[src/rtl/sub_pkg.sv]
// sub_pkg: shared state encoding, key roles and limits for the subsystem dispatcher
package sub_pkg;
    typedef enum logic [1:0] {ST_MENU, ST_LAUNCH, ST_RUN, ST_RETURN} state_t;
    localparam int KEY_QUIT  = 0;
    localparam int KEY_NEXT  = 1;
    localparam int KEY_PREV  = 2;
    localparam int KEY_OK    = 3;
    localparam int N_SUB_MAX = 16;
endpackage

[src/rtl/key_debounce.sv]
// key_debounce: tick-sampled two-sample debouncer with level and one-cycle rise outputs
module key_debounce #(
    parameter int W          = 7,
    parameter int DEB_CYCLES = 20000
) (
    input  logic         clk,
    input  logic         rst_n,
    input  logic [W-1:0] raw,
    output logic [W-1:0] level,
    output logic [W-1:0] rise
);
    localparam int CW = $clog2(DEB_CYCLES);
    logic [CW-1:0] cnt;
    logic [W-1:0]  s0, s1;
    logic          tick;
    assign tick = cnt == CW'(DEB_CYCLES - 1);
    // level follows only when both samples agree; a disagreement holds the old level
    always_ff @(posedge clk or negedge rst_n)
        if (!rst_n) begin
            cnt   <= '0;
            s0    <= '0;
            s1    <= '0;
            level <= '0;
            rise  <= '0;
        end else begin
            cnt   <= tick ? '0 : cnt + CW'(1);
            s0    <= tick ? raw : s0;
            s1    <= tick ? s0 : s1;
            level <= (s0 & s1) | (level & (s0 | s1));
            rise  <= s0 & s1 & ~level;
        end
endmodule

[src/rtl/sub_dispatch.sv]
// sub_dispatch: key-driven menu that launches one active-low subsystem and waits for its done handshake
module sub_dispatch
    import sub_pkg::*;
#(
    parameter int N_SUB       = 4,
    parameter int DEB_CYCLES  = 20000,
    parameter int ARM_TIMEOUT = 1024
) (
    input  logic                 clk,
    input  logic                 rst_n,
    input  logic [6:0]           keys_raw,
    input  logic [N_SUB-1:0]     en_back,
    output logic [N_SUB-1:0]     en_sub,
    output logic [6:0]           keys,
    output logic [N_SUB_MAX-1:0] menu_led,
    output logic                 busy,
    output logic                 err
);
    localparam int SW = $clog2(N_SUB);
    localparam int TW = $clog2(ARM_TIMEOUT + 1);
    logic [6:0]       kp;
    logic [N_SUB-1:0] eb1, eb2;
    logic [SW-1:0]    sel, nsel;
    logic [TW-1:0]    wd;
    logic             next, prev, back, unused_kp;
    state_t           state;
    key_debounce #(.W(7), .DEB_CYCLES(DEB_CYCLES)) u_deb (
        .clk   (clk),
        .rst_n (rst_n),
        .raw   (keys_raw),
        .level (keys),
        .rise  (kp)
    );
    assign next      = kp[KEY_NEXT];
    assign prev      = kp[KEY_PREV];
    assign back      = eb2[sel];
    assign unused_kp = ^{kp[6:4], kp[KEY_QUIT]};
    always_comb
        nsel = next ? (sel == SW'(N_SUB - 1) ? '0 : sel + SW'(1))
                    : (sel == '0 ? SW'(N_SUB - 1) : sel - SW'(1));
    // the watchdog value doubles as the elapsed-cycle count that masks the stale done flag
    always_ff @(posedge clk or negedge rst_n)
        if (!rst_n) begin
            state    <= ST_MENU;
            sel      <= '0;
            wd       <= '0;
            eb1      <= '1;
            eb2      <= '1;
            en_sub   <= '1;
            menu_led <= N_SUB_MAX'(1);
            busy     <= 1'b0;
            err      <= 1'b0;
        end else begin
            eb1 <= en_back;
            eb2 <= eb1;
            case (state)
                ST_MENU:
                    if (kp[KEY_OK]) begin
                        state    <= ST_LAUNCH;
                        err      <= 1'b0;
                        busy     <= 1'b1;
                        wd       <= '0;
                        menu_led <= '0;
                        en_sub   <= ~(N_SUB'(1) << sel);
                    end else if (next ^ prev) begin
                        sel      <= nsel;
                        menu_led <= N_SUB_MAX'(1) << nsel;
                    end
                ST_LAUNCH: begin
                    wd <= wd + TW'(1);
                    if (!back && wd != '0)
                        state <= ST_RUN;
                    else if (wd == TW'(ARM_TIMEOUT - 1)) begin
                        err    <= 1'b1;
                        state  <= ST_RETURN;
                        en_sub <= '1;
                    end
                end
                ST_RUN:
                    if (back) begin
                        state  <= ST_RETURN;
                        en_sub <= '1;
                    end
                default: begin
                    state    <= ST_MENU;
                    busy     <= 1'b0;
                    menu_led <= N_SUB_MAX'(1) << sel;
                end
            endcase
        end
endmodule

[config.mk]
export PLATFORM = sky130hd
export DESIGN_NAME = sub_dispatch
export DESIGN_NICKNAME = d
export VERILOG_FILES = /design/src/rtl/sub_pkg.sv /design/src/rtl/key_debounce.sv /design/src/rtl/sub_dispatch.sv
export SDC_FILE = /design/constraint.sdc
export NUM_CORES = 1
export LEC_CHECK = 0
export ABC_AREA = 0
export BUFFER_PORTS_ARGS = -buffer_cell sky130_fd_sc_hd__clkbuf_2
export CAP_MARGIN = 15
export CORE_MARGIN = 5
export CORE_UTILIZATION = 62
export CTS_BUF_LIST = sky130_fd_sc_hd__clkbuf_16
export CTS_CLUSTER_SIZE = 30
export DETAILED_ROUTE_END_ITERATION = 16
export PLACE_DENSITY = 0.95
export RECOVER_POWER = 25
export REMOVE_ABC_BUFFERS = 1
export SETUP_SLACK_MARGIN = 0.4
export SLEW_MARGIN = 5
export SYNTH_ARGS = -nofsm -noshare
export SYNTH_HDL_FRONTEND = slang
export SYNTH_SLANG_ARGS = --single-unit
[constraint.sdc]
create_clock -name clk -period 4.1 [get_ports clk]
set_input_delay 0 -clock clk [delete_from_list [all_inputs] [get_ports clk]]
set_output_delay 0 -clock clk [all_outputs]
set_load 0.01 [all_outputs]
==> results of run 1 <==
-- cells by family (layout without fill, tap and decap cells) --
logic type               Yosys count  in the layout  share of synthesized area [%]
flip-flops                        72             72                           52.4
multiplexers                      22             22                           7.40
AND/OR/NAND/NOR                   95             95                           14.1
XOR/XNOR                          15             15                           3.79
AO/OA/AOI/OAI                     53             53                           11.1
buffers and inverters             33             69                           5.12
adder cells (fa/ha/maj)           18             18                           5.99
other                              1             12                          0.108
-- state kept, by name, summed over array words and instances (netlist names) --
register and flops:
wd 11, sel 2, state 2, u_deb.cnt 15
u_deb.rise 3, en_sub 4, u_deb.s0 7, eb2 4
eb1 4, u_deb.s1 7, u_deb.level 7, menu_led 4
busy 1, err 1
-- path summary, 6_finish.rpt --
kind | startpoint | to | cells past startpoint
worst max register to register | state[0] | wd[2] | 5
worst min-delay path | en_back[3] | eb1[3] | 2
max in group asynchronous | rst_n | eb2[3] | 3
worst min register to register | eb1[2] | eb2[2] | 0
min in group asynchronous | rst_n | wd[5] | 2
worst max-delay path | state[0] | wd[2] | 5
-- area by class of cell --
class	instances	area, µm²	share of cell area (%)
Sequential cell	72	1820	45.1
Multi-Input combinational cell	215	1510	37.6
Timing Repair Buffer	42	256	6.36
Clock buffer	9	225	5.59
Tap cell	72	90.1	2.23
Clock inverter	7	86.3	2.14
Inverter	11	41.3	1.02
-- layer usage --
metal | share of wire (%) | wire, µm
met2 | 53 | 3570
met3 | 4.5 | 306
met1 | 41 | 2800
met4 | 1.1 | 73
met5 | 0 | 0
-- worst register-to-register path, cell delays in order, from the launching register on --
cell and delay [ps]:
dfrtp_1 420, inv_1 100, ha_1 360, mux2i_1 850, nand2b_1 390, o21ai_0 150
-- power by group through the flow --
stage / clock network, mW / logic, mW / registers (mW)
3_3_place_gp: 0 / 0.0254 / 0.732
2_1_floorplan: 0 / 0.00591 / 0.731
5_1_grt: 0.864 / 0.0399 / 0.720
4_1_cts: 0.826 / 0.0350 / 0.720
3_5_place_dp: 0 / 0.0260 / 0.732
6_report: 0.820 / 0.0343 / 0.720
-- placed cells by master (no fill, tap or decap), types with 2 or more instances in the layout --
cell,count
nor3_1,4
dlygate4sd3_1,12
clkbuf_16,9
nor4_1,6
clkinv_1,3
nand3_1,13
maj3_1,7
a41oi_1,3
o21ai_0,12
mux2_2,19
or2b_1,4
dfstp_2,13
and3_1,2
clkbuf_2,16
clkinv_2,2
dfrtp_1,59
nand2b_1,6
a21oi_1,13
inv_1,10
xor2_1,6
xnor2_1,9
nor2b_1,7
nor2_1,25
and2_1,2
a31oi_1,2
conb_1,12
nand2_1,16
o31a_1,2
mux2i_1,2
clkbuf_1,13
o31ai_1,5
bufinv_16,2
ha_1,11
nand4_1,5
o22a_1,2
==> flow_summary.ini, run 1 <==
[run_status]
status = complete, but fails checks
violations = capacitance limit, slew limit

[timing]
report.final.setup_viol = 0
final_hold_viol_count = 0
tightest_slew_ps = 1990
final-max-slew-violation-count = 39
min_clock_period_post_route_ps = 2390
clock_skew_ps = 4.48
setup_repair_after_global_routing_missed_its_margin = false
fin_ws_ps = 1710
fin_crit_sh_pct = 58.3
hold-worst-slack_ps = 301
maxClockFrequency_ghz = 0.419
fin_tns_setup_ps = 0
max-slew-margin-rel_pct = -32.7

[routing]
first_iter_violations = 125
drt-total-wl_um = 6750
post_drt_via_cell_ratio = 5.65
detailedRoute.firstPassIterationCount = 4
route.antenna.remaining_nets = 0
via_total_after_detailed_routing = 2419
post_drt_wl_per_cell_um = 15.8
drcViolationCount = 0

[synth]
postSynth.asyncResetShare_pct = 100
yosys.cell_types.count = 52
ys_top_cells_by_count = dfrtp_1 (59), nor2_1 (25), mux2_2 (19), nand2_1 (16)
ys_top_cells_by_area = dfrtp_1 (43%), dfstp_2 (9.8%), mux2_2 (6.2%), ha_1 (4.0%), buf_4 (2.8%)
synth.yosys.warnings = 0
most_common_cell_in_the_netlist = dfrtp_1
synth-seq-cells = 72
syn_area_mm2 = 0.00347
ys_dominant_reg_cell = dfrtp_1
syn-mean-instance-area_um2 = 11.2
area_share_of_the_largest_cell_type_after_synthesis_pct = 42.6
synth_top_cell_by_area = dfrtp_1
synth_edf_count = 0
post_synth_inst_count = 309
synth_seq_area_share_pct = 52.4

[final_layout]
fillCellCount = 378
postLayoutCoreUtil_pct = 73.7
final_cell_area_mm2 = 0.00403
share_of_layout_cells_above_drive_strength_1_pct = 19.4
number_of_nets_in_the_final_layout = 375
antenna_cells = 0
layout.cells.non_filler = 428
area_growth_pct = 16.2

[grt]
initial_antenna_violation_count = 0
global_route_total_overflow = 0
grt_pass1_vias = 2496
grt_start_max_net_pins = 39
grt.met2_usage_pct = 34.6
grt_first_pass_wirelength_um = 11500
grt_use_total_pct = 20.1
grt_util_met3_pct = 5.50
globalRoute.busiestLayer = met2
grt.met1_usage_pct = 24.2

[worst_setup_path]
crit_path_cell_trace = inv_1 -> ha_1 -> mux2i_1 -> nand2b_1 -> o21ai_0
arrival_ps = 2590
top_fanout_value_on_the_critical_path = 15
crit_path_top_delay_cell = mux2i_1
endpoint_kind = register
data_required_time_at_the_worst_endpoint_ps = 4300
crit_buf_inv = 1
worstSetupStartpointType = register
worst_path_dominant_cell_family = multiplexers
setup.reg_to_reg.worst_slack_ps = 1710
critPathMaxStageDelay_ps = 850
crit_type = register to register

[clock_network]
ctsResizeCount = 0
cts.hold.buffers_added = 12
clock_tree.buffer_depth = 2
cts_made_buffers = 9
postCtsSetupRepairBufs = 0
clock_tree_sinks = 72
clock_latency_ps = 330
tritoncts_clock_tree = built
ctsRootBufferMaster = clkbuf_16
htree_num_levels = 3
worst_setup_hold_path_clk_slew_ps = 60

[worst_hold_path]
hp-class = primary input to register

[place]
dp_hpwl_um = 4400
io_buffer_count = 29
detailedPlace.worstSlack_ps = 1740
dpl_cell_area_mm2 = 0.00362
place_congestion = 0.848
post-place-cells = 400

[floorplan]
dieArea_mm2 = 0.00719
ios = 42
initial_core_util_pct = 63.4
chipHeight_um = 84.8
std_cell_rows = 27
core_region_area_mm2 = 0.00547
chipWidth_um = 84.8

[pwr]
p_leak_nw = 1.81
power_switching_share_pct = 20.1
powerDensity_mw_per_mm2 = 390
power.share.clock_pct = 52.1
power_frac_comb_pct = 2.2
report.power.total_mw = 1.57
share_seq_of_total_power_pct = 45.7
p_sw_mw = 0.316
peakVddDrop_mv = 0.418
cellInternalPower_mw = 1.26

[run]
number_of_maximum_capacitance_constraint_violations = 1
Note: power is estimated with default switching activity, not from simulation.
==> run 2: changes to the inputs <==
--- a/config.mk
+++ b/config.mk
@@ -9,11 +9,11 @@
 export BUFFER_PORTS_ARGS = -buffer_cell sky130_fd_sc_hd__clkbuf_2
 export CAP_MARGIN = 15
 export CORE_MARGIN = 5
-export CORE_UTILIZATION = 62
+export CORE_UTILIZATION = 58
 export CTS_BUF_LIST = sky130_fd_sc_hd__clkbuf_16
 export CTS_CLUSTER_SIZE = 30
 export DETAILED_ROUTE_END_ITERATION = 16
-export PLACE_DENSITY = 0.95
+export PLACE_DENSITY = 0.92
 export RECOVER_POWER = 25
 export REMOVE_ABC_BUFFERS = 1
 export SETUP_SLACK_MARGIN = 0.4
==> constraint.sdc (replaced) <==
create_clock -name clk -period 2.5 [get_ports clk]
set_input_delay 0 -clock clk [delete_from_list [all_inputs] [get_ports clk]]
set_output_delay 0 -clock clk [all_outputs]
set_load 0.01 [all_outputs]
==> run 2 against run 1 <==
The run still ends with capacitance limit, slew limit left; design area barely moved; register-to-register slack got worse by 1200 ps; non-clock buffer count rose by 2; fmax rose by 20%; sequential share of layout area barely moved; sequential power rose by 64%; die area rose by 6.1%; largest power group unchanged.
==> flow_summary.ini, run 2 (synthesized netlist as in run 1, its figures left out) <==
[pwr]
power_switching_share_pct = 20.3
share_seq_of_total_power_pct = 48.3
p_sw_mw = 0.496
powerDensity_mw_per_mm2 = 606
p_leak_nw = 1.85
power_frac_comb_pct = 2.3
peakVddDrop_mv = 0.689
cellInternalPower_mw = 1.95
report.power.total_mw = 2.45
power.share.clock_pct = 49.4

[timing]
fin_ws_ps = 514
fin_crit_sh_pct = 79.4
tightest_slew_ps = 1700
min_clock_period_post_route_ps = 1990
maxClockFrequency_ghz = 0.504
max-slew-margin-rel_pct = -13.1
final_hold_viol_count = 0
final-max-slew-violation-count = 73
setup_repair_after_global_routing_missed_its_margin = false
clock_skew_ps = 5.65
report.final.setup_viol = 0
hold-worst-slack_ps = 304
fin_tns_setup_ps = 0

[routing]
via_total_after_detailed_routing = 2428
drcViolationCount = 0
post_drt_wl_per_cell_um = 15.3
post_drt_via_cell_ratio = 5.61
drt-total-wl_um = 6630
first_iter_violations = 69
route.antenna.remaining_nets = 0
detailedRoute.firstPassIterationCount = 4

[place]
dp_hpwl_um = 4430
dpl_cell_area_mm2 = 0.00365
detailedPlace.worstSlack_ps = 528
post-place-cells = 405
place_congestion = 0.852
io_buffer_count = 29

[final_layout]
fillCellCount = 415
antenna_cells = 0
largest_reg_flops = 15
largest_register = u_deb.cnt
share_of_layout_cells_above_drive_strength_1_pct = 22.6
layout.cells.non_filler = 433
reg.largest.list = u_deb.cnt (15), wd (11)
final_cell_area_mm2 = 0.00403
final_cell_mix = dfrtp_1 (59), clkbuf_2 (29), nor2_1 (25)
number_of_nets_in_the_final_layout = 377
final-seq-area_mm2 = 0.00182
layout_commonest_cell = dfrtp_1
multiInputGateArea_mm2 = 0.00152
postLayoutCoreUtil_pct = 68.9
area_growth_pct = 16.3

[floorplan]
dieArea_mm2 = 0.00763
chipWidth_um = 87.3
chipHeight_um = 87.3
ios = 42
std_cell_rows = 28
initial_core_util_pct = 59.3
core_region_area_mm2 = 0.00585

[grt]
grt_pass1_vias = 2427
grt_util_met3_pct = 4.82
initial_antenna_violation_count = 0
globalRoute.busiestLayer = met2
grt.met1_usage_pct = 22.9
grt.met2_usage_pct = 32.1
grt_use_total_pct = 19.4
grt_first_pass_wirelength_um = 11200
grt_start_max_net_pins = 73
global_route_total_overflow = 0

[worst_setup_path]
crit_type = register to register
data_required_time_at_the_worst_endpoint_ps = 2760
endpoint_kind = register
crit_path_cell_trace = mux4_2 -> a41o_1 -> o211ai_4 -> mux2_2
critPathMaxStageDelay_ps = 590
worstSetupStartpointType = register
crit_buf_inv = 0
top_fanout_value_on_the_critical_path = 6
crit_path_top_delay_cell = mux4_2
worst_path_dominant_cell_family = multiplexers
startpoint_of_the_worst_setup_timing_path = sel[0]
critical_path.reg2reg.startpoint = sel[0]
arrival_ps = 2240

[clock_network]
clock_tree_sinks = 72
ctsRootBufferMaster = clkbuf_16
clock_latency_ps = 330
cts_made_buffers = 9
worst_setup_hold_path_clk_slew_ps = 50
clock_tree.buffer_depth = 2
tritoncts_clock_tree = built
htree_num_levels = 3

[worst_hold_path]
hold_path_startpoint = en_back[1]
hp-class = primary input to register

[run_status]
status = complete, but fails checks
violations = capacitance limit, slew limit

[run]
number_of_maximum_capacitance_constraint_violations = 1
## run 2: timing repair
action	CTS	global route
hold buffers	12	0
resized for setup	0	1
endpoints found under the setup margin	0	3
hold endpoints to repair	83	0
buffers inserted	0	0
## run 2: layout make-up
cell class                      instances  area share [%]
Timing Repair Buffer                   44            7.07
Tap cell                               75            2.33
Multi-Input combinational cell        215            37.6
Clock inverter                          7            1.33
Inverter                               11            1.02
Clock buffer                            9            5.58
Sequential cell                        72            45.1
## run 2: worst reg2reg max path, cell delays in order (launching register included)
cell      delay [ps]
dfrtp_1          460
mux4_2           590
a41o_1           270
o211ai_4         220
mux2_2           370
## run 2: path summary, 6_finish.rpt
check,depth (start not counted),slack [ps],end
worst min-delay path,2,300,eb1[1]
max in group asynchronous,3,760,u_deb.cnt[1]
worst max-delay path,4,510,en_sub[1]
worst max register to register,4,510,en_sub[1]
worst min register to register,0,360,eb2[1]
min in group asynchronous,3,720,u_deb.cnt[11]
## run 2: per-layer routing
layer	share of wire, %	wire (µm)	up-vias
met1	41	2750	1183
met4	2.8	185	0
li1	-	-	1155
met5	0	0	-
met3	5.4	360	15
met2	50	3340	75
## run 2: power groups by stage
stage	Sequential, mW	Clock [mW]	Combinational (mW)
detailed placement	1.20	0	0.0454
CTS	1.18	1.23	0.0599
global route	1.18	1.28	0.0645
floorplan	1.20	0	0.00970
global placement	1.20	0	0.0445
finish	1.18	1.21	0.0558
